--- src/rtl/buffer_scheduler.sv ---
// Multi-channel FIFO read scheduler: on each tick pops the fullest non-empty channel,
// with tie-breaking set by latency/reliability/auto mode, and counts delivered/dropped entries.
module buffer_scheduler #(
    parameter int NCH       = 4,
    parameter int DEPTH     = 6,
    parameter int ENTRY_W   = 3,
    parameter int THRESHOLD = 3,
    parameter int CNT_W     = 8,
    localparam int OCC_W    = $clog2(DEPTH + 1),
    localparam int CH_W     = $clog2(NCH)
) (
    input  logic                   clk,
    input  logic                   rst,
    input  logic                   tick,
    input  logic [1:0]             mode_sel,
    input  logic [NCH-1:0]         push,
    input  logic [NCH*ENTRY_W-1:0] push_data,
    output logic [NCH-1:0]         push_ready,
    output logic [NCH*OCC_W-1:0]   occ,
    output logic                   out_valid,
    output logic [ENTRY_W-2:0]     out_data,
    output logic [CH_W-1:0]        out_ch,
    output logic                   mode_o,
    output logic [CNT_W-1:0]       read_cnt,
    output logic [CNT_W-1:0]       drop_cnt
);
    localparam int PTR_W = $clog2(DEPTH);

    // Push handshake: an entry is taken when push[i] and push_ready[i] are both high
    // on a rising clk edge; push_ready depends only on registered occupancy.
    logic [ENTRY_W-1:0] mem    [NCH][DEPTH];
    logic [PTR_W-1:0]   rd_ptr [NCH];
    logic [PTR_W-1:0]   wr_ptr [NCH];
    logic [OCC_W-1:0]   cnt    [NCH];

    logic [NCH-1:0]     push_ok;
    logic [NCH-1:0]     pop_dec;
    logic               any_thr;
    logic               lat_mode;
    logic               found;
    logic               pop_en;
    logic [OCC_W-1:0]   best;
    logic [CH_W-1:0]    sel_ch;
    logic [ENTRY_W-1:0] head;

    function automatic logic [PTR_W-1:0] ptr_inc(input logic [PTR_W-1:0] p);
        return (p == PTR_W'(DEPTH - 1)) ? '0 : p + 1'b1;
    endfunction

    always_comb begin
        any_thr = 1'b0;
        for (int i = 0; i < NCH; i++) begin
            if (cnt[i] >= OCC_W'(THRESHOLD)) any_thr = 1'b1;
        end
        lat_mode = mode_sel[1] ? any_thr : ~mode_sel[0];

        // Strict compare keeps the lowest index on ties, >= moves to the highest.
        found  = 1'b0;
        best   = '0;
        sel_ch = '0;
        for (int i = 0; i < NCH; i++) begin
            if (cnt[i] != '0) begin
                if (lat_mode ? (cnt[i] > best) : (cnt[i] >= best)) begin
                    found  = 1'b1;
                    best   = cnt[i];
                    sel_ch = CH_W'(i);
                end
            end
        end
        pop_en = tick && found;
        head   = mem[sel_ch][rd_ptr[sel_ch]];

        for (int i = 0; i < NCH; i++) begin
            push_ready[i]                = (cnt[i] != OCC_W'(DEPTH));
            push_ok[i]                   = push[i] && push_ready[i];
            pop_dec[i]                   = pop_en && (sel_ch == CH_W'(i));
            occ[i*OCC_W +: OCC_W]        = cnt[i];
        end
    end

    always_ff @(posedge clk) begin
        for (int i = 0; i < NCH; i++) begin
            if (push_ok[i]) mem[i][wr_ptr[i]] <= push_data[i*ENTRY_W +: ENTRY_W];
        end
    end

    always_ff @(posedge clk or posedge rst) begin
        if (rst) begin
            for (int i = 0; i < NCH; i++) begin
                rd_ptr[i] <= '0;
                wr_ptr[i] <= '0;
                cnt[i]    <= '0;
            end
            out_valid <= 1'b0;
            out_data  <= '0;
            out_ch    <= '0;
            mode_o    <= 1'b0;
            read_cnt  <= '0;
            drop_cnt  <= '0;
        end else begin
            for (int i = 0; i < NCH; i++) begin
                if (push_ok[i]) wr_ptr[i] <= ptr_inc(wr_ptr[i]);
                if (pop_dec[i]) rd_ptr[i] <= ptr_inc(rd_ptr[i]);
                cnt[i] <= cnt[i] + OCC_W'(push_ok[i]) - OCC_W'(pop_dec[i]);
            end
            out_valid <= 1'b0;
            if (pop_en) begin
                out_ch <= sel_ch;
                mode_o <= ~lat_mode;
                if (head[0]) begin
                    out_valid <= 1'b1;
                    out_data  <= head[ENTRY_W-1:1];
                    read_cnt  <= read_cnt + 1'b1;
                end else begin
                    drop_cnt  <= drop_cnt + 1'b1;
                end
            end
        end
    end
endmodule
--- config.mk ---
export PLATFORM = sky130hd
export DESIGN_NAME = buffer_scheduler
export DESIGN_NICKNAME = d
export VERILOG_FILES = /design/src/rtl/buffer_scheduler.sv
export SDC_FILE = /design/constraint.sdc
export NUM_CORES = 1
export LEC_CHECK = 0
export ABC_AREA = 1
export CELL_PAD_IN_SITES_DETAIL_PLACEMENT = 1
export CELL_PAD_IN_SITES_GLOBAL_PLACEMENT = 1
export CORE_ASPECT_RATIO = 1.5
export CORE_MARGIN = 2
export CORE_UTILIZATION = 30
export DETAILED_ROUTE_END_ITERATION = 8
export PLACE_DENSITY_LB_ADDON = 0.2
export SETUP_SLACK_MARGIN = 0.1
export SKIP_LAST_GASP = 1
export SLEW_MARGIN = 20
export SYNTH_ARGS = -nofsm -noshare
export SYNTH_HDL_FRONTEND = slang
export SYNTH_SLANG_ARGS = --single-unit
--- constraint.sdc ---
create_clock -name clk -period 7.46 [get_ports clk]
set_input_delay 1.119 -clock clk [delete_from_list [all_inputs] [get_ports clk]]
set_output_delay 1.119 -clock clk [all_outputs]
set_load 0.005 [all_outputs]
==> results of run 1 <==
==> tightest hold or removal path, delay by kind of cell (launching register included) <==
family        cells  cell delay [ps]
simple gates      2              110
flops             1              350
==> Yosys cell counts (2+ instances only) <==
master | n | area share (%)
nand2_1 | 132 | 7.7
inv_1 | 82 | 4.8
edfxtp_1 | 72 | 34
nor2_1 | 71 | 4.1
nand3_1 | 63 | 4.9
dfrtp_1 | 58 | 23
o21ai_0 | 24 | 1.9
ha_1 | 23 | 4.5
nand4_1 | 20 | 1.9
nor3_1 | 16 | 1.2
xor2_1 | 14 | 1.9
o22ai_1 | 12 | 1.2
a21oi_1 | 7 | 0.54
or2_2 | 6 | 0.58
xnor2_1 | 6 | 0.82
clkbuf_1 | 5 | 0.29
fa_1 | 4 | 1.2
inv_2 | 4 | 0.23
nand2_2 | 4 | 0.39
o21ai_1 | 4 | 0.31
o21bai_1 | 4 | 0.47
buf_2 | 3 | 0.23
buf_6 | 3 | 0.52
nand2_4 | 3 | 0.52
nand3_2 | 3 | 0.47
nand3_4 | 3 | 0.82
buf_4 | 2 | 0.23
inv_4 | 2 | 0.19
nor2_2 | 2 | 0.19
nor2_4 | 2 | 0.35
nor3b_1 | 2 | 0.23
==> worst min-delay path by stage <==
stage                             from                      end  slack (ps)  cells after the start
2_1_floorplan    rd_ptr[0]$_DFFE_PP0P_    rd_ptr[0]$_DFFE_PP0P_         460                      1
3_3_place_gp   out_data[0]$_DFFE_PP0P_  out_data[0]$_DFFE_PP0P_         470                      2
3_5_place_dp   out_data[0]$_DFFE_PP0P_  out_data[0]$_DFFE_PP0P_         470                      2
4_1_cts        out_data[0]$_DFFE_PP0P_  out_data[0]$_DFFE_PP0P_         480                      2
5_1_grt        out_data[0]$_DFFE_PP0P_  out_data[0]$_DFFE_PP0P_         520                      2
6_report       out_data[0]$_DFFE_PP0P_  out_data[0]$_DFFE_PP0P_         480                      2
==> flip-flops by register name, indices dropped and copies added, names as in the netlist <==
| signal | count |
|---|---|
| read_cnt | 8 |
| mem | 72 |
| drop_cnt | 8 |
| out_data | 2 |
| out_valid | 1 |
| rd_ptr | 12 |
| wr_ptr | 12 |
| occ | 12 |
| mode_o | 1 |
| out_ch | 2 |
==> metal layers <==
metal,global-route usage (%),share of wire (%)
met1,19.7,42
met2,29.5,53
met3,3.13,2.9
met4,7.09,2.8
met5,0,0
==> layout make-up <==
type | count | area [um^2]
Inverter | 88 | 335
Multi-Input combinational cell | 432 | 2410
Clock buffer | 18 | 429
Timing Repair Buffer | 61 | 603
Tap cell | 268 | 335
Fill cell | 2371 | 13200
Clock inverter | 14 | 156
Sequential cell | 130 | 3610
==> placed cells by master, fill, tap and decap left out, types with 3 or more instances in the layout <==
cell type,count
nand2_1,132
inv_1,81
edfxtp_1,72
nor2_1,71
nand3_1,63
dfrtp_1,58
clkdlybuf4s50_1,58
o21ai_0,24
ha_1,23
nand4_1,20
clkbuf_16,17
nor3_1,16
xor2_1,14
o22ai_1,12
a21oi_1,7
or2_2,6
xnor2_1,6
inv_2,5
o21ai_1,4
nand2_2,4
o21bai_1,4
fa_1,4
clkinvlp_4,4
clkinv_4,4
nand2_4,3
nand3_2,3
nand3_4,3
inv_6,3
buf_4,3
==> metrics by stage <==
| step | cell area [um^2] | utilization [%] | cells | hold slack (ps) |
|---|---|---|---|---|
| 2_1_floorplan | 6440 | - | 664 | 463 |
| 3_3_place_gp | 7290 | 34.6 | 979 | 470 |
| 3_5_place_dp | 7290 | 34.6 | 979 | 469 |
| 4_1_cts | 7880 | 37.4 | 1011 | 484 |
| 5_1_grt | 7880 | 37.4 | 1011 | 515 |
| 6_report | 7880 | 37.4 | 1011 | 484 |
==> cells by family after synthesis <==
family,synth area share (%)
AND/OR/NAND/NOR,24.1
flip-flops,56.1
buffers and inverters,6.55
AO/OA/AOI/OAI,4.84
adder cells (fa/ha/maj),5.71
XOR/XNOR,2.72
==> flow_summary.json, run 1 <==
{
  "status": "finished clean",
  "worstSetupStartpointType": "input port",
  "gp_congestion": 0.820,
  "die_area_um2": 22700,
  "clk_latency_ps": 420,
  "hold_buffers": 0,
  "timing.critical_path.buf_inv": 5,
  "drt-total-wl_mm": 17.8,
  "crit_type": "input port to flop",
  "die_width_um": 124,
  "num_vias": 4824,
  "drcViolationCount": 0,
  "finalMaxSlewViolations": 0,
  "layout-drive-gt1-share_pct": 9.02,
  "grt_overflow": 0,
  "crit_cells": 34,
  "cap_violations": 0,
  "initial_core_util_pct": 30.6,
  "path_clk_slew_ps": 60,
  "synth_area_per_cell_um2": 9.70,
  "post_cts_buffers": 0,
  "diodes": 0,
  "endpoint": "read_cnt[1]$_DFFE_PP0P_",
  "finalClockSkew_ps": 8.49,
  "grt_pass1_wl_mm": 28.5,
  "ant_nets": 0,
  "ys_dominant_reg_cell": "edfxtp_1",
  "cts_num_sinks": 130,
  "syn_inst": 664,
  "cts_tree": "done",
  "r2r_cells": 36,
  "yosys_warnings": 0,
  "min_period_ps": 6480,
  "synthesis.nets": 712,
  "area_growth_pct": 22.3,
  "regToRegSetupSlack_ps": 1260,
  "antenna_found_initial": 0,
  "grt_pass1_vias": 5265,
  "final-setup-viol-count": 0,
  "cts_resized": 0,
  "yosysUniqueCellTypes": 39,
  "ios": 59,
  "hold_path_class": "flop to flop",
  "finalNetCount": 778,
  "grtUsageTotal_pct": 16.8,
  "cp_max_fo": 30,
  "crit_slowest_cell": "clkdlybuf4s50_1",
  "setup_slack_ps": 981,
  "drt_iter0_markers": 186,
  "cp_top_family": "simple AND/OR/NAND/NOR gates",
  "worstPathRequired_ps": 7820,
  "fin_tns_setup_ps": 0,
  "wl_per_cell_um": 17.6,
  "dp_worst_setup_slack_ps": 528,
  "hold_viol_final": 0,
  "hpwlAfterDp_mm": 13.6,
  "cp-end-kind": "flop",
  "final.period_utilization_pct": 86.8,
  "worstMarginPinSlew_ps": 818,
  "core-area_um2": 21100,
  "rsz0062_at_grt": "no",
  "rows": 65,
  "viasPerCell": 4.77,
  "r2r-end": "read_cnt[1]$_DFFE_PP0P_",
  "cpMostUsedCell": "o21ai_0",
  "htreeDepth": 4,
  "cts_root_buf": "clkbuf_16",
  "fmax_ghz": 0.154,
  "synth_area_um2": 6440,
  "yosysSeqAreaShare_pct": 56.1,
  "cts_buffers": 17,
  "ys_ff_latch": 130,
  "cp_slowest_stage_delay_ps": 480,
  "regToRegStartpoint": "occ[2]$_DFF_PP0_",
  "die_y_um": 183,
  "synth_edf_count": 72,
  "grt_max_degree": 59,
  "slew_headroom_pct": 45.4,
  "arrival_ps": 6840,
  "cp-startpoint": "mode_sel[1]",
  "clk_path_buf_depth": 2,
  "portBuffers": 58,
  "drt-pass1-iter-count": 4,
  "async_flop_share_pct": 44.6
}
Power of run 1 is left out: the tool's default activity adds up to more than one toggle a clock period on the data nets, which glitch-free logic cannot reach.
==> run 2: changes to the inputs <==
TNS_END_PERCENT = 1   (was unset)
==> results of run 2 <==
Final layout, timing and power as in run 1 (identical DEF).
Power of run 2 is left out for the same reason.
